`src/rtl/w5500_spi_pkg.sv`:
```
// w5500_spi_pkg: shared types and field layout for the W5500 SPI slave.
// Control byte = {BSB[4:0], RW, OM[1:0]}; 16-bit address, 8-bit data.
package w5500_spi_pkg;

  localparam int AW = 16;
  localparam int DW = 8;

  localparam int BSB_HI = 7;
  localparam int BSB_LO = 3;
  localparam int RW_BIT = 2;
  localparam int OM_HI  = 1;
  localparam int OM_LO  = 0;

  localparam logic [1:0] OM_VDM  = 2'b00;
  localparam logic [1:0] OM_FDM1 = 2'b01;
  localparam logic [1:0] OM_FDM2 = 2'b10;
  localparam logic [1:0] OM_FDM4 = 2'b11;

  typedef enum logic [2:0] {
    IDLE,
    ADDR,
    CTRL,
    WR_DAT,
    RD_DAT,
    HOLD
  } state_t;

  // Index of the final data byte in a fixed-length frame
  function automatic logic [1:0] fdm_last(input logic [1:0] om);
    logic [1:0] r;
    r = 2'd3;
    unique case (om)
      OM_FDM1: r = 2'd0;
      OM_FDM2: r = 2'd1;
      default: r = 2'd3;
    endcase
    return r;
  endfunction

endpackage

```
`src/rtl/w5500_spi_sync.sv`:
```
// w5500_spi_sync: multi-flop synchronizer with one history flop.
// Produces the synchronized level plus single-cycle rise/fall pulses.
module w5500_spi_sync #(
  parameter int   SYNC_STAGES = 2,
  parameter logic RST_VAL     = 1'b0
) (
  input  logic clk,
  input  logic rst_n,
  input  logic d,
  output logic q,
  output logic rise,
  output logic fall
);

  logic [SYNC_STAGES-1:0] sr;
  logic                   hist;

  // Synchronizer chain followed by the edge-detect history flop
  always_ff @(posedge clk) begin
    if (!rst_n) begin
      sr   <= {SYNC_STAGES{RST_VAL}};
      hist <= RST_VAL;
    end else begin
      sr   <= {sr[SYNC_STAGES-2:0], d};
      hist <= sr[SYNC_STAGES-1];
    end
  end

  assign q    = sr[SYNC_STAGES-1];
  assign rise = q & ~hist;
  assign fall = ~q & hist;

endmodule

```
`src/rtl/w5500_spi_slv.sv`:
```
// w5500_spi_slv: SPI mode-0 slave terminating W5500 frames (addr/ctrl/data).
// Define W5500_SPI_SLV_FDM_EN to honour fixed-length (OM) frames.
module w5500_spi_slv
  import w5500_spi_pkg::*;
#(
  parameter int SYNC_STAGES = 2,
  parameter int RD_LAT      = 1
) (
  input  logic        clk,
  input  logic        rst_n,
  input  logic        spi_cs,
  input  logic        spi_sck,
  input  logic        spi_mosi,
  output logic        o_spi_miso,
  output logic        o_wr_en,
  output logic [15:0] o_wr_addr,
  output logic [4:0]  o_wr_bsb,
  output logic [7:0]  o_wr_dat,
  output logic        o_rd_req,
  output logic [15:0] o_rd_addr,
  output logic [4:0]  o_rd_bsb,
  input  logic [7:0]  rd_dat,
  output logic        o_frm_end,
  output logic        o_busy
);

  localparam logic [3:0] RW_CNT = 4'(7 - RW_BIT);
  localparam int         BW     = BSB_HI - BSB_LO + 1;

  logic cs_s, cs_rise, cs_fall;
  logic sck_s, sck_rise, sck_fall;
  logic mosi_s, mosi_rise, mosi_fall;

  w5500_spi_sync #(.SYNC_STAGES(SYNC_STAGES), .RST_VAL(1'b1)) u_cs (
    .clk(clk), .rst_n(rst_n), .d(spi_cs),
    .q(cs_s), .rise(cs_rise), .fall(cs_fall)
  );

  w5500_spi_sync #(.SYNC_STAGES(SYNC_STAGES), .RST_VAL(1'b0)) u_sck (
    .clk(clk), .rst_n(rst_n), .d(spi_sck),
    .q(sck_s), .rise(sck_rise), .fall(sck_fall)
  );

  w5500_spi_sync #(.SYNC_STAGES(SYNC_STAGES), .RST_VAL(1'b0)) u_mosi (
    .clk(clk), .rst_n(rst_n), .d(spi_mosi),
    .q(mosi_s), .rise(mosi_rise), .fall(mosi_fall)
  );

  logic unused_edges;
  assign unused_edges = ^{sck_s, sck_fall, mosi_rise, mosi_fall};

  state_t          state, state_nxt;
  logic [3:0]      bit_cnt;
  logic [AW-1:0]   addr;
  logic [BW-1:0]   bsb;
  logic            rd_q;
  logic [DW-1:0]   rx_sh, tx_sh, tx_buf;
  logic [RD_LAT:0] cap_pipe;
  logic            byte_end, last_byte;
  logic            addr_sh, ctrl_sh, wr_sh, rd_sh;
  logic            rw_smp, tx_load, pf_req, wr_fire, req_set;

  assign byte_end = (bit_cnt[2:0] == 3'd7);
  assign o_rd_req = cap_pipe[0];
  assign o_busy   = ~cs_s;

`ifdef W5500_SPI_SLV_FDM_EN
  logic [1:0] om_q, byte_cnt;

  // Latch the operating mode and count finished data bytes
  always_ff @(posedge clk) begin
    if (!rst_n) begin
      om_q     <= OM_VDM;
      byte_cnt <= '0;
    end else begin
      if (ctrl_sh && byte_end) om_q <= {rx_sh[0], mosi_s};
      if (state == IDLE) byte_cnt <= '0;
      else if ((wr_sh || rd_sh) && byte_end) byte_cnt <= byte_cnt + 2'd1;
    end
  end

  assign last_byte = (om_q != OM_VDM) && (byte_cnt == fdm_last(om_q));
`else
  assign last_byte = 1'b0;
`endif

  // State register
  always_ff @(posedge clk) begin
    if (!rst_n) state <= IDLE;
    else        state <= state_nxt;
  end

  // Next-state logic; CS release always wins
  always_comb begin
    state_nxt = state;
    unique case (state)
      IDLE:   if (cs_fall) state_nxt = ADDR;
      ADDR:   if (sck_rise && bit_cnt == 4'd15) state_nxt = CTRL;
      CTRL:   if (sck_rise && byte_end) state_nxt = rd_q ? RD_DAT : WR_DAT;
      WR_DAT: if (sck_rise && byte_end && last_byte) state_nxt = HOLD;
      RD_DAT: if (sck_rise && byte_end && last_byte) state_nxt = HOLD;
      default: ;
    endcase
    if (cs_rise && state != IDLE) state_nxt = IDLE;
  end

  // Per-cycle action decode from state and synchronized SCK
  always_comb begin
    addr_sh = 1'b0;
    ctrl_sh = 1'b0;
    wr_sh   = 1'b0;
    rd_sh   = 1'b0;
    if (sck_rise && !cs_rise) begin
      unique case (1'b1)
        state == ADDR:   addr_sh = 1'b1;
        state == CTRL:   ctrl_sh = 1'b1;
        state == WR_DAT: wr_sh   = 1'b1;
        state == RD_DAT: rd_sh   = 1'b1;
        default: ;
      endcase
    end
    rw_smp  = ctrl_sh && bit_cnt == RW_CNT;
    tx_load = byte_end && ((ctrl_sh && rd_q) || rd_sh);
    pf_req  = rd_sh && bit_cnt == 4'd0 && !last_byte;
    wr_fire = wr_sh && byte_end;
    req_set = (rw_smp && !mosi_s) || pf_req;
  end

  // Shift registers, address tracking, strobes and MISO
  always_ff @(posedge clk) begin
    if (!rst_n) begin
      bit_cnt    <= '0;
      addr       <= '0;
      bsb        <= '0;
      rd_q       <= 1'b0;
      rx_sh      <= '0;
      tx_sh      <= '0;
      tx_buf     <= '0;
      cap_pipe   <= '0;
      o_spi_miso <= 1'b0;
      o_wr_en    <= 1'b0;
      o_wr_addr  <= '0;
      o_wr_bsb   <= '0;
      o_wr_dat   <= '0;
      o_rd_addr  <= '0;
      o_rd_bsb   <= '0;
      o_frm_end  <= 1'b0;
    end else begin
      o_wr_en   <= wr_fire;
      o_frm_end <= cs_rise && state != IDLE;
      cap_pipe  <= cs_rise ? '0 : {cap_pipe[RD_LAT-1:0], req_set};
      if (cap_pipe[RD_LAT] && !cs_rise) tx_buf <= rd_dat;

      if (state == IDLE) bit_cnt <= '0;
      else if (addr_sh) bit_cnt <= bit_cnt + 4'd1;
      else if (ctrl_sh || wr_sh || rd_sh)
        bit_cnt <= {1'b0, bit_cnt[2:0] + 3'd1};

      if (addr_sh) addr <= {addr[AW-2:0], mosi_s};
      if (ctrl_sh || wr_sh) rx_sh <= {rx_sh[DW-2:0], mosi_s};

      if (rw_smp) begin
        rd_q <= !mosi_s;
        bsb  <= rx_sh[BW-1:0];
        if (!mosi_s) begin
          o_rd_addr <= addr;
          o_rd_bsb  <= rx_sh[BW-1:0];
        end
      end

      if (rd_sh && bit_cnt == 4'd0) addr <= addr + 16'd1;
      if (pf_req) o_rd_addr <= addr + 16'd1;

      if (wr_fire) begin
        o_wr_addr <= addr;
        o_wr_bsb  <= bsb;
        o_wr_dat  <= {rx_sh[DW-2:0], mosi_s};
        addr      <= addr + 16'd1;
      end

      if (state_nxt != RD_DAT) begin
        o_spi_miso <= 1'b0;
      end else if (tx_load) begin
        o_spi_miso <= tx_buf[7];
        tx_sh      <= {tx_buf[6:0], 1'b0};
      end else if (rd_sh) begin
        o_spi_miso <= tx_sh[7];
        tx_sh      <= {tx_sh[6:0], 1'b0};
      end
    end
  end

endmodule

```
`config.mk`:
```
export PLATFORM = sky130hd
export DESIGN_NAME = w5500_spi_slv
export DESIGN_NICKNAME = d
export VERILOG_FILES = /design/src/rtl/w5500_spi_pkg.sv /design/src/rtl/w5500_spi_sync.sv /design/src/rtl/w5500_spi_slv.sv
export SDC_FILE = /design/constraint.sdc
export NUM_CORES = 1
export LEC_CHECK = 0
export ABC_AREA = 1
export CAP_MARGIN = 0
export CORE_UTILIZATION = 35
export DETAILED_ROUTE_END_ITERATION = 10
export GPL_ROUTABILITY_DRIVEN = 0
export HOLD_SLACK_MARGIN = 0.12
export RECOVER_POWER = 25
export SETUP_SLACK_MARGIN = 0.3
export SYNTH_ARGS = -nofsm -noshare
export SYNTH_HDL_FRONTEND = slang
export SYNTH_SLANG_ARGS = --single-unit
```
`constraint.sdc`:
```
create_clock -name clk -period 2.9 [get_ports clk]
set_input_delay 0.87 -clock clk [delete_from_list [all_inputs] [get_ports clk]]
set_output_delay 0.87 -clock clk [all_outputs]
set_load 0.1 [all_outputs]
```
**Yosys cells after proc, flatten, opt, wreduce, memory -nomap -nowiden**

Cells that the tools add are included.

- Add/subtract/negate cells: 3
- Equal/unequal tests: 9
- Multiplexer cells: 26
- Bitwise gates (word level): 9
- Reduce and logical (&&, ||, !) cells: 30

Operators by type and width:

| cell | count |
|---|---|
| $mux W16 | 6 |
| $add A16 B1 Y16 const B | 1 |
| $mux W8 | 2 |
| $mux W3 | 5 |
| $logic_and A1 B1 Y1 | 11 |
| $mux W1 | 10 |
| $pmux W3 S3 | 1 |
| $mux W4 | 2 |
| $eq A3 B2 Y1 const B | 2 |
| $eq A3 B3 Y1 const B | 2 |
| $not A1 Y1 | 6 |
| $reduce_and A2 Y1 | 3 |
| $reduce_bool A2 Y1 | 3 |
| $reduce_bool A3 Y1 | 2 |
| $reduce_or A2 Y1 | 3 |
| $add A4 B1 Y4 const B | 1 |
| $eq A4 B3 Y1 const B | 1 |
| $eq A4 B4 Y1 const B | 1 |
| $logic_not A4 Y1 | 1 |
| $logic_or A1 B1 Y1 | 4 |
| $add A3 B1 Y3 const B | 1 |
| $and A1 B1 Y1 | 3 |
| $eq A3 B1 Y1 const B | 1 |
| $logic_not A3 Y1 | 1 |
| 3 further kinds | 4 |

- Register bits: 115
- Input port bits: 13
- Output and inout bits: 55
- Logic and storage cells: 99

**Depth between registers and ports, before layout**

Gate-level depths: netlist of run 1.

- Depth after elaboration: 10
- Depth in mapped cells: 11
- Gate-level depth less buffers: 11

**Hierarchy**

Synthesis of run 1 repeated with hierarchy kept, for this count alone.

- Cells, all modules: 746
- Area total of the unflattened synthesis: 5257.5 um2

By module, submodules not included:

| module | instances | cells each | area an instance (um2) | sequential area each (um2) |
|---|---|---|---|---|
| w5500_spi_slv | 1 | 708 | 4963.5 | 2122.0 |
| w5500_spi_sync (u_mosi ...) | 2 | 13 | 100.1 | 60.1 |
| w5500_spi_sync (u_cs) | 1 | 12 | 93.8 | 60.1 |

**Worst setup path after synthesis of run 1**

OpenSTA, ideal clock, no wires.

- Kind: register -> register
- Start point: register u_cs.sr[1]
- End point: register o_spi_miso
- Arrival: 1.781 ns
- Required time: 2.787 ns
- Slack: 1.006 ns
- Cell stages (with the launch flop): 10
- Path buffers: 1
- Clock period less this slack: 1.894 ns
- Path through: dfxtp_1 -> inv_1 -> nor2_2 -> nor2_4 -> nand3_2 -> o21bai_4 -> buf_6 -> nor2_1 -> nor2_1 -> nor2_1

- Elaborated cells on any way between the ends: 18
- Those cells by class: eq/ne: 1; mux: 6; bitwise: 3; reduce/logical: 8

RTL lines:

| what | line | source |
|---|---|---|
| from (decl) | w5500_spi_sync.sv:15 | `logic [SYNC_STAGES-1:0] sr;` |
| from (signal assigned) | w5500_spi_sync.sv:21 | `sr <= {SYNC_STAGES{RST_VAL}};` |
| from (signal assigned) | w5500_spi_sync.sv:24 | `sr <= {sr[SYNC_STAGES-2:0], d};` |
| $not A1 Y1 | - |  |
| net o_busy | w5500_spi_slv.sv:24 | `output logic o_busy` |
| $and A1 B1 Y1 | w5500_spi_sync.sv:31 | `assign fall = ~q & hist;` |
| $mux W3 | w5500_spi_slv.sv:97 | `IDLE: if (cs_fall) state_nxt = ADDR;` |
| $pmux W3 S3 | w5500_spi_slv.sv:96 | `unique case (state)` |
| $mux W3 | w5500_spi_slv.sv:104 | `if (cs_rise && state != IDLE) state_nxt = IDLE;` |
| $ne A3 B3 Y1 | w5500_spi_slv.sv:181 | `if (state_nxt != RD_DAT) begin` |
| $reduce_or A2 Y1 (no source line) | - |  |
| to (signal assigned) | w5500_spi_slv.sv:184 | `o_spi_miso <= tx_buf[7];` |
| to (signal assigned) | w5500_spi_slv.sv:187 | `o_spi_miso <= tx_sh[7];` |
| to (decl) | w5500_spi_slv.sv:14 | `output logic o_spi_miso,` |

The timed path passes the listed nets, and every way through them passes these cells.
A chain may end at the register's enable or synchronous reset.

==> results of run 1 <==
## per-layer routing
metal / GRT usage [%] / wire, µm
met3: 4.991 / 562
met5: 0 / 0
met4: 7.530 / 151
met2: 28.85 / 6089
met1: 22.88 / 5966
## cell type report
| cell class | count | area, µm² | area share (%) |
|---|---|---|---|
| multi-input cells | 509 | 2422 | 38.40 |
| flip-flops and latches | 114 | 2282 | 36.18 |
| repair buffers | 71 | 563.0 | 8.925 |
| clock buffers | 25 | 495.5 | 7.854 |
| inverters | 76 | 285.3 | 4.522 |
| well taps | 184 | 230.2 | 3.649 |
| clock inverters | 6 | 30.03 | 0.4760 |
## registers in the layout, summed over array words and instances (netlist names), 2 cells and up
register   count
u_mosi.sr      2
o_wr_dat       8
bit_cnt        4
tx_buf         8
o_rd_bsb       5
bsb            5
tx_sh          7
o_wr_bsb       5
addr          16
u_cs.sr        2
o_rd_addr     16
u_sck.sr       2
cap_pipe       2
o_wr_addr     16
rx_sh          7
state          3
## cell families (layout without fill, tap and decap cells)
kind of cell | after synthesis | count (layout) | share of synthesized area (%)
DFF | 114 | 114 | 43.96
adders and majority gates | 5 | 5 | 1.205
buffers and inverters | 109 | 178 | 9.376
AOI/OAI and AO/OA | 139 | 139 | 13.83
and+or+nand+nor | 360 | 360 | 30.78
xor gates and xnor gates | 5 | 5 | 0.8435
## cell usage after synthesis, types with 2 or more instances
| cell | instances | area [µm²] |
|---|---|---|
| xor2_1 | 4 | 35.03 |
| o21ai_1 | 10 | 50.05 |
| nand3_1 | 52 | 260.3 |
| nand3_2 | 3 | 30.03 |
| inv_2 | 6 | 22.52 |
| buf_6 | 8 | 90.09 |
| nand4_1 | 11 | 68.82 |
| nor2_1 | 128 | 480.5 |
| buf_4 | 2 | 15.01 |
| a21oi_1 | 53 | 265.3 |
| nor2_2 | 4 | 25.02 |
| nand2_2 | 5 | 31.28 |
| ha_1 | 5 | 62.56 |
| or2_2 | 2 | 12.51 |
| buf_2 | 8 | 40.04 |
| clkbuf_1 | 15 | 56.30 |
| nor3_1 | 4 | 20.02 |
| o21ai_0 | 72 | 360.4 |
| dfxtp_1 | 114 | 2282 |
| nand2_1 | 140 | 525.5 |
| nor2_4 | 6 | 67.56 |
| inv_1 | 69 | 259.0 |
| nand2_4 | 2 | 22.52 |
## critical path, stage by stage
cell and delay [ns]:
clkbuf_1 0.10, clkbuf_2 1.06, o21ai_0 0.32, nor2_1 0.17
## worst paths after layout
kind / startpoint / end / slack, ns
min: u_sck.sr[0] / u_sck.sr[1] / 0.41
max: rst_n / tx_buf[4] / 0.72
max reg2reg: bit_cnt[0] / addr[9] / 0.87
min reg2reg: u_sck.sr[0] / u_sck.sr[1] / 0.41
## power by group through the flow
stage	registers (µW)	clock network [µW]	logic (µW)
6_report	1580	1850	84.0
4_1_cts	1580	1880	85.5
2_1_floorplan	1610	0	55.4
3_5_place_dp	1610	0	84.9
5_1_grt	1580	1950	94.0
3_3_place_gp	1610	0	85.0
## per-stage QoR
| stage | instances | setup slack, ns | util (%) | area [µm²] | total power [µW] |
|---|---|---|---|---|---|
| after floorplan | 732 | 1.006 | - | 5191 | 1668 |
| after global placement | 954 | 0.8952 | 39.99 | 5791 | 1699 |
| after detailed placement | 954 | 0.8776 | 39.99 | 5791 | 1699 |
| after CTS | 985 | 0.8483 | 43.62 | 6316 | 3548 |
| after global routing | 985 | 0.4628 | 43.57 | 6309 | 3629 |
| final | 985 | 0.7207 | 43.57 | 6309 | 3513 |
==> run metrics, run 1 <==
status=complete, no violations; I/O Buffers=67; RSZ-0062 raised after global routing=no; initial DRC count=235; Setup-failing EPs final=0; Post-synth EDFFs=0; Worst R2R Path Depth=10; global-route wire length before repair=20980 µm; total setup buffers inserted after CTS=0; setup TNS=0 ns; Worst Hold Class=reg2reg; CTS Buffer Depth=2; post-cts resize count=0; DRC viols=0; # IOs=68; DR vias/cell=4.713; Inserted Clock Buffers=17; Wirelength per Cell=12.96 µm; final hold violations=0; Ant. Diodes=0; Fill cells=1538; pwr/cell area=556.9 nW/µm²; Worst VDD drop=376.4 µV; Syn Area/Cell=7.092 µm²; FMAX=458.9 MHz; max-slew violation count=0; Worst Hold Slack=0.4105 ns; number of global-route vias before repair=4222; register area share after synthesis=43.96%; Mapped Area=5191 µm²; most common cell after layout, fill and taps aside=nand2_1; switching part of the total power=21.16%; Post-Syn Nets=750; initial antenna violation count=0; Critical Path Fanout Max=83; Gate Count Post-Synth=732; Most used DFF post-synth=dfxtp_1; clock latency on the worst-skew pair=0.42 ns; Final Cycle Share=75.15%; Area Growth Syn to Fin=21.52%; Crit path required time=3.24 ns; fraction of registers with async set/reset=0%; First-pass DRT Iterations=4; initial core utilization=35.85%; Die Y=123.8 µm; FF+latch count, synth=114; Psw=743.5 µW; die area=15320 µm²; TritonCTS clock tree=done; crit path time final=2.179 ns; Warnings, synthesis=0; Worst-path clk slew=0.05 ns; max-cap violations=0; htree depth=4; register share of total power=45.0%; Leakage Power=0.002737 µW; Max Clock Skew=0.006285 ns; Hold Path Depth=2; ANT nets after route=0; via count=4642; nets@finish=807; Post-DP HPWL=8747 µm; gr usage total=18.09%; commonest cells after routing, fill and taps aside=140 x nand2_1, 128 x nor2_1, 114 x dfxtp_1, 74 x o21ai_0, 69 x inv_1; actual slew at the worst max-slew pin=1.450 ns; Clock Power Share=52.6%; pin count of the biggest net entering global routing=84; cts hold-fix bufs=0; Slew HR=3.354%; CP Class=in2reg; Yosys cell types=32; Worst Path Arrival=2.52 ns; clk root buf=clkbuf_16; CP Capture Type=flip-flop; startpoint types=primary input; Die Span X=123.8 µm; gr ovfl total=0; Core ar.=14480 µm²; internal power=2770 µW; clock sink count=114; combinational fraction of design power=2.4%; share of cells above drive strength 1=14.73%; Post-Route WL=12770 µm; site row count=44
No activity file was read; power rests on OpenSTA's default activity.
==> inputs of run 2 (changes only) <==
- clock period: 2.9 -> 1.88 ns (I/O delays scaled with it)
==> run 2 against run 1 <==
Net effect: first-iteration DRC count up 27%; sequential power up 54%; setup slack worse by 0.53 ns; sequential share of layout area down 5.6 points; register-to-register slack worse by 0.65 ns; clock power up 95%; count of clock-buffer cells in the layout down 3; die area unchanged; critical path depth down 2; via count up 7.3%; combinational power up 74%.
==> run metrics, run 2 (synthesis results as in run 1) <==
buffers plus inverters on the worst setup path=2 (unchanged); commonest cells after routing, fill and taps aside=135 x nand2_1, 123 x nor2_1, 63 x inv_1, 62 x dfxtp_1, 59 x buf_12 (was 140 x nand2_1, 128 x nor2_1, 114 x dfxtp_1, 74 x o21ai_0, 69 x inv_1); Post-Route WL=14330 µm (was 12770 µm); RR Endpoint=o_wr_dat[3] (was addr[9]); Top Registers=addr (16), o_rd_addr (16), o_wr_addr (16) (unchanged); Die Span X=123.8 µm (unchanged); number of global-route vias before repair=4471 (was 4222); Crit path required time=1.32 ns (was 3.24 ns); CP Capture Type=output port (was flip-flop); Critical Path Fanout Max=3 (was 83); fin area=7702 µm² (was 6309 µm²); switching part of the total power=19.79% (was 21.16%); Leakage Power=0.003164 µW (was 0.002737 µW); Slew HR=45.20% (was 3.354%); startpoint types=flip-flop (was primary input); worst stage delay on the critical path=0.36 ns (was 1.06 ns); Final Cycle Share=89.71%; nets@finish=837 (was 807); max-cap violations=0 (unchanged); clk root buf=clkbuf_16 (unchanged); Psw=1224 µW (was 743.5 µW); ANT nets after route=0 (unchanged); DR vias/cell=4.908 (was 4.713); initial DRC count=298 (was 235); gr usage total=19.55% (was 18.09%); pwr/cell area=803.0 nW/µm² (was 556.9 nW/µm²); Cell Chain, Critical Path=clkinvlp_2 -> buf_12 (was clkbuf_1 -> clkbuf_2 -> o21ai_0 -> nor2_1); initial core utilization=35.85% (unchanged); Post-DP HPWL=9548 µm (was 8747 µm); FF-to-FF Start=bit_cnt[0] (unchanged); Worst R2R Path Depth=8 (was 10); htree depth=4 (unchanged); Setup-failing EPs final=0 (unchanged); FMAX=592.9 MHz; Ant. Diodes=0 (unchanged); reg2reg setup slack=0.22 ns (was 0.87 ns); Worst Path Arrival=1.12 ns (was 2.52 ns); TritonCTS clock tree=done (unchanged); Hold Path Depth=2 (unchanged); global-route wire length before repair=22540 µm (was 20980 µm); Area Growth Syn to Fin=48.37% (was 21.52%); actual slew at the worst max-slew pin=0.8221 ns (was 1.450 ns); Clock Power Share=58.2% (was 52.6%); most common cell after layout, fill and taps aside=nand2_1 (unchanged); CP Class=reg2out (was in2reg); clock latency on the worst-skew pair=0.42 ns (about the same); # IOs=68 (unchanged); RSZ-0062 raised after global routing=yes (was no); die area=15320 µm² (unchanged); final hold violations=0 (unchanged); Hold EP=u_cs.hist (was u_sck.sr[1]); crit path time final=1.687 ns; Max Clock Skew=0.007491 ns (was 0.006285 ns); max-slew violation count=0 (unchanged); initial antenna violation count=0 (unchanged); status=complete, no violations (unchanged); CTS Buffer Depth=2 (unchanged); combinational fraction of design power=2.4% (about the same); clock sink count=114 (unchanged); Wirelength per Cell=14.12 µm (was 12.96 µm); share of cells above drive strength 1=29.00% (was 14.73%); I/O Buffers=67 (unchanged); First-pass DRT Iterations=5 (was 4); Worst VDD drop=525.0 µV (was 376.4 µV); gr ovfl total=0 (unchanged); site row count=44 (unchanged); DRC viols=0 (unchanged); Post-Place Cell Area=6620 µm² (was 5791 µm²); pin count of the biggest net entering global routing=82 (was 84); Core ar.=14480 µm² (unchanged); Worst-path clk slew=0.05 ns (about the same); register share of total power=39.4% (was 45.0%); Hold Path Origin=rst_n (was u_sck.sr[0]); Worst Hold Class=in2reg (was reg2reg); internal power=4961 µW (was 2770 µW); crit path max-delay cell type=dfxtp_4 (was clkbuf_2); Crit path max-delay family=flip-flops (was buffers and inverters); via count=4982 (was 4642); Inserted Clock Buffers=17 (unchanged); Die Y=123.8 µm (unchanged); setup TNS=0 ns (unchanged)
[run 2: changes by cell type in the layout (fill, tap and decap cells not counted), moves of 15 or more]
cell	change
a21oi_1	-16
a21oi_2	+15
dfxtp_2	+50
o21ai_0	-23
buf_4	-36
o21ai_1	+19
buf_12	+58
dfxtp_1	-52
[run 2: layout make-up]
cell class                      instances  area [µm²]
Fill cell                            1342        6777
Multi-Input combinational cell        509        2580
Sequential cell                       114        2352
Timing Repair Buffer                  101        1583
Clock buffer                           22       484.2
Inverter                               76       296.5
Tap cell                              184       230.2
Clock inverter                          9       176.4
[run 2: power groups by stage]
stage,clock network (µW),registers (µW),logic [µW]
detailed placement,0,2490,146
global placement,0,2490,146
floorplan,0,2490,86.5
CTS,3660,2440,148
global route,3770,2440,161
finish,3600,2440,146
[run 2: how the worst max path moves through the flow]
stage                from            to  slack (ns)  depth (start not counted)
2_1_floorplan  u_cs.sr[1]       addr[2]        0.15                          8
3_3_place_gp   bit_cnt[0]       addr[2]        0.21                          9
3_5_place_dp   bit_cnt[0]  o_wr_addr[8]        0.13                          7
4_1_cts        u_cs.sr[1]        o_busy        0.23                          2
5_1_grt        bit_cnt[0]       addr[9]        0.11                          8
6_report       u_cs.sr[1]        o_busy        0.19                          2
[run 2: through the flow]
step / power (µW) / setup WS (ns) / util, % / hold slack, ns / instances
2_1_floorplan: 2575 / 0.1479 / - / 0.3905 / 732
3_3_place_gp: 2636 / 0.2149 / 45.72 / 0.3997 / 968
3_5_place_dp: 2636 / 0.1338 / 45.72 / 0.4059 / 968
4_1_cts: 6244 / 0.2336 / 51.50 / 0.3642 / 1007
5_1_grt: 6369 / 0.1136 / 53.20 / 0.3862 / 1015
6_report: 6185 / 0.1934 / 53.20 / 0.3881 / 1015
[run 2: worst register-to-register path, stage by stage (launching register included)]
cell and delay, ns:
dfxtp_4 0.35, ha_1 0.22, ha_1 0.26, nand3_4 0.17
clkinv_4 0.12, buf_12 0.15, buf_16 0.14, nor2_1 0.09
nor2_1 0.05
[run 2: metal layers]
layer,global-route usage [%],vias up,part of all wire [%]
li1,-,2522,-
met1,24.18,2297,44
met2,31.08,134,49
met3,5.174,29,4.7
met4,10.17,0,2.3
met5,0,-,0
[run 2: repair_timing]
| item | 4_1_cts | 5_1_grt |
|---|---|---|
| setup buffers | 7 | 5 |
| hold buffers | 0 | 0 |
| gates resized for setup | 38 | 85 |
| pin swaps | 7 | 17 |
| endpoints found under the setup margin | 91 | 90 |
| cloned | 1 | 3 |
==> inputs of run 3 (changes only) <==
- RECOVER_POWER: 25 -> default
==> run 3 against run 2 <==
Net effect: non-clock buffer count stayed put; critical path depth stayed put; largest power group unchanged; global-route usage is the same; total power about the same; highest routed layer unchanged; first-iteration DRC count fell by 6.7%; hold slack got worse by 0.0043 ns.
==> run metrics, run 3 (synthesis results as in run 1) <==
I/O Buffers=67 (unchanged); initial core utilization=35.85% (unchanged); Slew HR=77.68% (was 45.20%); First-pass DRT Iterations=6 (was 5); status=complete, no violations (unchanged); max-cap violations=0 (unchanged); clock latency on the worst-skew pair=0.42 ns (about the same); site row count=44 (unchanged); DR vias/cell=4.930 (was 4.908); Worst VDD drop=525.8 µV (was 525.0 µV); global-route wire length before repair=22540 µm (unchanged); initial antenna violation count=0 (unchanged); Ant. Diodes=0 (unchanged); met3 wire length=717 µm (was 671 µm); post-layout util=53.47% (was 53.20%); DRC viols=0 (unchanged); Inserted Clock Buffers=17 (unchanged); gr ovfl total=0 (unchanged); Leakage Power=0.003175 µW (was 0.003164 µW); CP Capture Type=output port (unchanged); setup TNS=0 ns (unchanged); final hold violations=0 (unchanged); worst stage delay on the critical path=0.36 ns (about the same); htree depth=4 (unchanged); CP Class=reg2out (unchanged); Crit path max-delay family=flip-flops (unchanged); initial DRC count=278 (was 298); Final Cycle Share=86.35% (was 89.71%); ANT nets after route=0 (unchanged); most common cell after layout, fill and taps aside=nand2_1 (unchanged); share of cells above drive strength 1=29.60% (was 29.00%); TritonCTS clock tree=done (unchanged); Wirelength per Cell=14.15 µm (was 14.12 µm); clock sink count=114 (unchanged); Post-DP HPWL=9548 µm (unchanged); die area=15320 µm² (unchanged); Met2 Wirelength=7009 µm (was 6990 µm); Max Clock Skew=0.007504 ns (was 0.007491 ns); CTS Buffer Depth=2 (unchanged); number of global-route vias before repair=4471 (unchanged); # IOs=68 (unchanged); nets@finish=837 (unchanged); RSZ-0062 raised after global routing=yes (unchanged); routed metal-1 wire length=6317 µm (was 6341 µm); pwr/cell area=799.2 nW/µm² (was 803.0 nW/µm²); Critical Path Fanout Max=3 (unchanged); pin count of the biggest net entering global routing=82 (unchanged); clk root buf=clkbuf_16 (unchanged); via count=5004 (was 4982); Crit path required time=1.32 ns (about the same); FMAX=616.0 MHz (was 592.9 MHz); Area Growth Syn to Fin=49.12% (was 48.37%); Die Y=123.8 µm (unchanged); Setup-failing EPs final=0 (unchanged); crit path time final=1.623 ns (was 1.687 ns); top routing layer in use=met4 (unchanged); buffers plus inverters on the worst setup path=2 (unchanged); Top Registers=addr (16), o_rd_addr (16), o_wr_addr (16) (unchanged); Core ar.=14480 µm² (unchanged); Worst Hold Class=in2reg (unchanged); Fill cells=1335 (was 1342); Post-Route WL=14360 µm (was 14330 µm); Cell Chain, Critical Path=clkinvlp_4 -> buf_12 (was clkinvlp_2 -> buf_12); crit path max-delay cell type=dfxtp_4 (unchanged); max-slew violation count=0 (unchanged); actual slew at the worst max-slew pin=0.3348 ns (was 0.8221 ns); Worst Path Arrival=1.06 ns (was 1.12 ns); Die Span X=123.8 µm (unchanged); commonest cells after routing, fill and taps aside=135 x nand2_1, 122 x nor2_1, 63 x inv_1, 62 x dfxtp_1, 60 x buf_12 (was 135 x nand2_1, 123 x nor2_1, 63 x inv_1, 62 x dfxtp_1, 59 x buf_12); Worst-path clk slew=0.05 ns (about the same); startpoint types=flip-flop (unchanged); gr usage total=19.55% (unchanged)
[run 3: path summary, 6_finish.rpt]
path            endpoint  startpoint  slack (ns)  cells after the start
max               o_busy  u_cs.sr[1]        0.26                      2
min            u_cs.hist       rst_n        0.38                      2
max reg2reg  o_wr_dat[3]  bit_cnt[0]        0.30                      8
min reg2reg   u_cs.sr[1]  u_cs.sr[0]        0.41                      1
[run 3: cell type report]
cell class | count | area (µm²) | area share [%]
inverter | 76 | 299.0 | 3.863
multi-input combinational | 509 | 2595 | 33.52
sequential | 114 | 2352 | 30.39
timing repair buffer | 101 | 1604 | 20.72
clock inverter | 9 | 176.4 | 2.279
clock buffer | 22 | 484.2 | 6.255
tap | 184 | 230.2 | 2.974
[run 3: worst reg2reg max path: stages (launching register included)]
cell and delay [ns]:
dfxtp_4 0.35, ha_1 0.24, ha_4 0.19, nand3_4 0.14, clkinv_4 0.12, buf_12 0.15, buf_16 0.14, nor2_1 0.09
nor2_1 0.05
[run 3: repair_timing]
action                     4_1_cts  5_1_grt
setup endpoints to repair       91       90
cloned                           1        3
hold buffers                     0        0
setup buffers                    7        5
pin swaps                        7       17
gates resized for setup         38       85
[run 3: through the flow]
step	cell area, µm²	std cells	setup slack (ns)	total power, µW	hold slack, ns
floorplan	5216	732	0.1479	2575	0.3905
global placement	6620	968	0.2149	2636	0.3997
detailed placement	6620	968	0.1338	2636	0.4059
CTS	7456	1007	0.2336	6244	0.3642
global route	7741	1015	0.2029	6373	0.3757
finish	7741	1015	0.2566	6187	0.3838
[run 3: power by group]
group / switching [µW] / internal (µW) / leakage (µW)
combinational: 91.8 / 58.3 / 0.00191
clock: 1120 / 2480 / 0.000322
sequential: 10.4 / 2430 / 0.000945
total: 1220 / 4960 / 0.00318
[run 3: layer usage]
metal  up-vias  global-route usage, %
met5         -                      0
li1       2527                      -
met4         0                  10.17
met3        29                  5.174
met2       139                  31.08
met1      2309                  24.18
==> edit 1, RTL diff (config.mk and constraints of run 2) <==
`RD_LAT`: 1 -> 2.
--- a/src/rtl/w5500_spi_slv.sv
+++ b/src/rtl/w5500_spi_slv.sv
@@ -4,7 +4,7 @@
   import w5500_spi_pkg::*;
 #(
   parameter int SYNC_STAGES = 2,
-  parameter int RD_LAT      = 1
+  parameter int RD_LAT      = 2
 ) (
   input  logic        clk,
   input  logic        rst_n,
Formal check against the unedited RTL: no difference found for any inputs over 10 cycles, from zero or initial values and one cycle with rst_n low; that may be too few to reach the edited logic, so the function may still have changed.
==> edit 1 against run 2 <==
Wire length up 3.3%; clock power decreased by 15%; sequential cell count increased by 1; via count up 2.4%; fmax decreased by 1.7%; critical endpoint is now o_rd_bsb[2]; worst setup slack got worse by 29 ps; highest routed layer unchanged; area after synthesis down 0.67%; largest cell class unchanged; count of clock-buffer cells in the layout up 6; power fell by 8.2%; design area grew 0.78%.
==> edit 1: results (changes against run 2) <==
outcome finished clean; Cell Area, Placed 0.006584 mm2 (-0.55%); Setup WS pre-CTS 95.52 ps (-38.29 ps); first-pass GRT wire length 22910 um (+1.7%); nets 834 (-0.36%); Longest Clk Path Bufs 2 (unchanged); Synth top cells by count 128 x nor2_1, 125 x nand2_1, 115 x dfxtp_1; DP HPWL 9357 um (-2.0%); Sw Share 20.87% (+1.1 points); pin count of the biggest net entering global routing 81 (-1.2%); crit path max-delay cell type buf_2; HP Class reg -> reg; Adder-Cell Fraction of Synth Area 1.213% (+0.0082 points); post-CTS sizing 34 (-11%); routed len/inst 14.66 um (+3.9%); Synth cell types 29 (-9.4%); Post-Synth XOR/XNOR Area 1.189% (+0.35 points); Area contributors post-synth dfxtp_1 45%, nor2_1 9.3%, nand2_1 9.1%; Pre-antenna DRT Iters 6 (+1); CP Data Arrival Time 1150 ps (+30 ps); leakage power 3.151 nW (-0.39%); proportion of layout cells with a drive suffix above 1 31.48% (+2.5 points); Post-CTS Setup Bufs 6 (-1); initial DRC count 492 (+65%); Vias/cell 5.056 (+3.0%); Ant. Diodes 0 (unchanged); crit path max fanout 2 (-1); compound-cell area share of the yosys netlist 14.49% (+0.65 points); sequential-to-total area share from yosys stat 44.65% (+0.69 points); Final Skew 10.98 ps (+3.490 ps); clock share of power 54.0% (-4.2 points); vias in the first global route 4704 (+5.2%); Max stage delay on crit path 420 ps (+60 ps); combinational power 0.154 mW (+5%); GRT Total Usage 19.70% (+0.16 points); syn_nets 741 (-1.2%); Filler cells 1272 (-5.2%); CP delay by family, top buffers and inverters; clock latency at the later pin of the worst-skew pair 420 ps (about the same); Max VDD drop 0.5670 mV (+8.0%); measured slew at the worst slew-check pin 500.8 ps (-321.3 ps)
-- edit 1: cell count changes after synthesis, sizes merged, moves of 3 or more --
cell and change:
nand4 -3, buf +4, a21oi +3, nand3 +5, clkbuf -3, nand2 -17, xor2 +3
-- edit 1: per-layer routing --
layer  track usage [%]  vias to the layer above  wire length [um]
li1                  -                     2529                 -
met1             27.21                     2334              6798
met2             27.97                      206              6553
met3             6.780                       33              1132
met4             7.530                        0               310
met5                 0                        -                 0
-- edit 1: stage by stage --
| stage | utilization [%] | power (mW) | hold WS [ps] | instances |
|---|---|---|---|---|
| global placement | 46.53 | 2.655 | 405.2 | 948 |
| floorplan | - | 2.596 | 390.5 | 723 |
| detailed placement | 46.53 | 2.655 | 401.1 | 948 |
| global route | 54.86 | 5.868 | 432.3 | 1009 |
| finish | 54.86 | 5.679 | 406.9 | 1009 |
| CTS | 51.93 | 5.722 | 420.8 | 988 |
-- edit 1: path summary, 6_finish.rpt --
path	from	endpoint	slack (ps)	depth (start not counted)
worst min register to register	cap_pipe[1]$_SDFF_PP0_	cap_pipe[2]$_SDFF_PP0_	410	2
worst max register to register	u_cs.sr[1]$_SDFF_PN1_	o_rd_addr[4]$_SDFFE_PN0P_	180	11
worst max-delay path	o_rd_bsb[2]$_SDFFE_PN0P_	o_rd_bsb[2]	160	1
worst min-delay path	cap_pipe[1]$_SDFF_PP0_	cap_pipe[2]$_SDFF_PP0_	410	2
-- edit 1: final cells by class --
class	count	share of cell area, %
inverters	74	3.933
repair buffers	107	20.65
clock inverters	4	0.5803
clock buffers	28	6.657
well taps	180	2.901
flip-flops and latches	115	30.64
multi-input cells	501	34.64
-- edit 1: worst register-to-register path, delay by kind of cell (launching register included) --
kind,cells,cell delay (ps)
compound gates,2,230
buf+inv,4,560
flops,1,370
simple gates,5,420
==> edit 2, RTL diff (flow settings as in run 2) <==
Made on the original files. Encoding of `state_t`: now one-hot (6 bits for 6 states).
--- a/src/rtl/w5500_spi_pkg.sv
+++ b/src/rtl/w5500_spi_pkg.sv
@@ -16,13 +16,13 @@
   localparam logic [1:0] OM_FDM2 = 2'b10;
   localparam logic [1:0] OM_FDM4 = 2'b11;
 
-  typedef enum logic [2:0] {
-    IDLE,
-    ADDR,
-    CTRL,
-    WR_DAT,
-    RD_DAT,
-    HOLD
+  typedef enum logic [5:0] {
+    IDLE   = 6'b000001,
+    ADDR   = 6'b000010,
+    CTRL   = 6'b000100,
+    WR_DAT = 6'b001000,
+    RD_DAT = 6'b010000,
+    HOLD   = 6'b100000
   } state_t;
 
   // Index of the final data byte in a fixed-length frame
Check against the original RTL: same outputs for any inputs over 10 cycles, from zero or initial values and one cycle with rst_n low; not proved beyond that.
==> edit 2 against run 2 <==
Critical path depth is 1 lower; die area down 0.23%; worst setup slack got worse by 40 ps; via count is 1.0% lower; design area decreased by 0.71%; area after synthesis fell by 0.24%; sequential cell count rose by 3; wire length grew 0.73%; global-route usage down 0.77 points.
Power is not compared: it rests on default switching activity, and its combinational part moved more than twofold at a synthesized area within 25%.
==> edit 2: results (changes against run 2) <==
pin count of the biggest net entering global routing 82 (unchanged); crit path max fanout 2 (-1); nets 832 (-0.60%); global-route track usage on met2 29.69% (-1.4 points); syn_nets 739 (-1.5%); Worst R2R Setup Slack 200 ps (-20 ps); antenna violations before repair 0 (unchanged); CP Data Arrival Time 1160 ps (+40 ps); Top Registers addr (16), o_rd_addr (16), o_wr_addr (16); Pre-antenna DRT Iters 5 (unchanged); Final Skew 8.019 ps (+0.5281 ps); Filler cells 1307 (-2.6%); synthesized flop and latch total 117 (+2.6%); IO buf count 67 (unchanged); Synth top cells by count 154 x nand2_1, 117 x dfxtp_1, 83 x inv_1; initial DRC count 333 (+12%); total wire length 14430 um (+0.73%); DP HPWL 8961 um (-6.1%); Worst R2R End addr[7]$_SDFFE_PN0P_; Max VDD drop 0.6735 mV; met3 GRT Util 5.723% (+0.55 points); Slew HR 44.83% (-0.37 points); YS warnings 0 (unchanged); Non-Clock Buffer Count 102 (+0.99%); ys flop type dfxtp_1; Area contributors post-synth dfxtp_1 45%, nand2_1 11%, o21ai_0 7.8%; comb_multi_in 484 (-4.9%); clock latency at the later pin of the worst-skew pair 420 ps (about the same); crit path max-delay cell type buf_2; HP Class reg -> reg; sequential-to-total area share from yosys stat 45.23% (+1.3 points); inverter count 92 (+21%); met1 Use GR 23.80% (-0.38 points); GRT Total Usage 18.78% (-0.77 points); Multi-input gate area 0.002581 mm2 (about the same); # clk buffers 23 (+4.5%); Worst R2R Path Depth 10 (+2); Reg-to-Reg Start state[4]$_SDFF_PN0_; Sw Share 24.01%; outcome finished clean; first-pass GRT wire length 21850 um (-3.0%); CTS clk-pin slew, worst paths 60 ps; Worst Setup EP o_rd_bsb[2]; vias in the first global route 4412 (-1.3%); Longest Clk Path Bufs 2 (unchanged); crit path launch o_rd_bsb[2]$_SDFFE_PN0P_; signal buffers share of area 17.96% (-2.6 points); Hold Worst Slack 410.6 ps (+22.45 ps); proportion of layout cells with a drive suffix above 1 29.75% (+0.74 points); Clock-cell share 8.933% (+0.36 points); fraction of area in registers 31.48% (+0.94 points); Synth cell types 35 (+9.4%); Max stage delay on crit path 420 ps (+60 ps); Ant. Diodes 0 (unchanged); Vias/cell 4.876 (-0.65%); CP delay by family, top buffers and inverters
## edit 2: cell count changes after synthesis, moves of 5 or more
cell / before / now
nor2_1: 128 / 78
nand3_1: 52 / 35
inv_1: 69 / 83
nand2_1: 140 / 154
a21oi_1: 53 / 66
nand4_1: 11 / 2
o21ai_0: 72 / 81
nor3_1: 4 / 11
buf_6: 8 / 2
buf_4: 2 / 7
o21ai_1: 10 / 5
xor2_1: 4 / 9
## edit 2: how the worst min path moves through the flow
stage | end | startpoint | cells past startpoint
floorplan | u_mosi.sr[1]$_SDFF_PN0_ | u_mosi.sr[0]$_SDFF_PN0_ | 2
global placement | u_sck.sr[1]$_SDFF_PN0_ | u_sck.sr[0]$_SDFF_PN0_ | 2
detailed placement | u_cs.sr[1]$_SDFF_PN1_ | u_cs.sr[0]$_SDFF_PN1_ | 1
CTS | u_cs.sr[1]$_SDFF_PN1_ | u_cs.sr[0]$_SDFF_PN1_ | 1
global route | u_cs.sr[1]$_SDFF_PN1_ | u_cs.sr[0]$_SDFF_PN1_ | 1
finish | u_cs.sr[1]$_SDFF_PN1_ | u_cs.sr[0]$_SDFF_PN1_ | 1
## edit 2: routing by layer
layer	up-vias	wire length (um)
met4	0	353
met5	-	0
met1	2241	6410
met3	34	905
li1	2497	-
met2	158	6763
## edit 2: timing repair
item,4_1_cts,5_1_grt
pin swaps,6,23
setup buffers,5,10
endpoints found under the setup margin,77,116
cloned,1,4
resized for setup,36,114
## edit 2: logic make-up (layout without fill, tap and decap cells)
logic type	count (synthesis)	count (layout)	synth area share, %
xor gates and xnor gates	9	9	1.522
and+or+nand+nor	304	305	25.68
adders and majority gates	5	5	1.208
DFF	117	117	45.23
AOI/OAI and AO/OA	165	165	16.60
buffers and inverters	121	226	9.761
## edit 2: power groups by stage
stage / Combinational [mW] / Sequential, mW / Clock, mW
6_report: 0.821 / 2.60 / 3.74
3_3_place_gp: 0.682 / 2.64 / 0
4_1_cts: 0.685 / 2.59 / 3.78
2_1_floorplan: 0.512 / 2.63 / 0
5_1_grt: 0.911 / 2.60 / 3.90
3_5_place_dp: 0.668 / 2.64 / 0
## edit 2: metrics by stage
stage / setup slack, ps / cell area (um2) / cells / utilization (%) / power, mW
2_1_floorplan: 304.3 / 5182 / 721 / - / 3.146
6_report: 153.0 / 7647 / 1011 / 52.82 / 7.164
3_5_place_dp: 98.71 / 6616 / 959 / 45.70 / 3.308
3_3_place_gp: 153.9 / 6616 / 959 / 45.70 / 3.318
5_1_grt: 84.06 / 7647 / 1011 / 52.82 / 7.417
4_1_cts: 236.0 / 7436 / 997 / 51.36 / 7.056
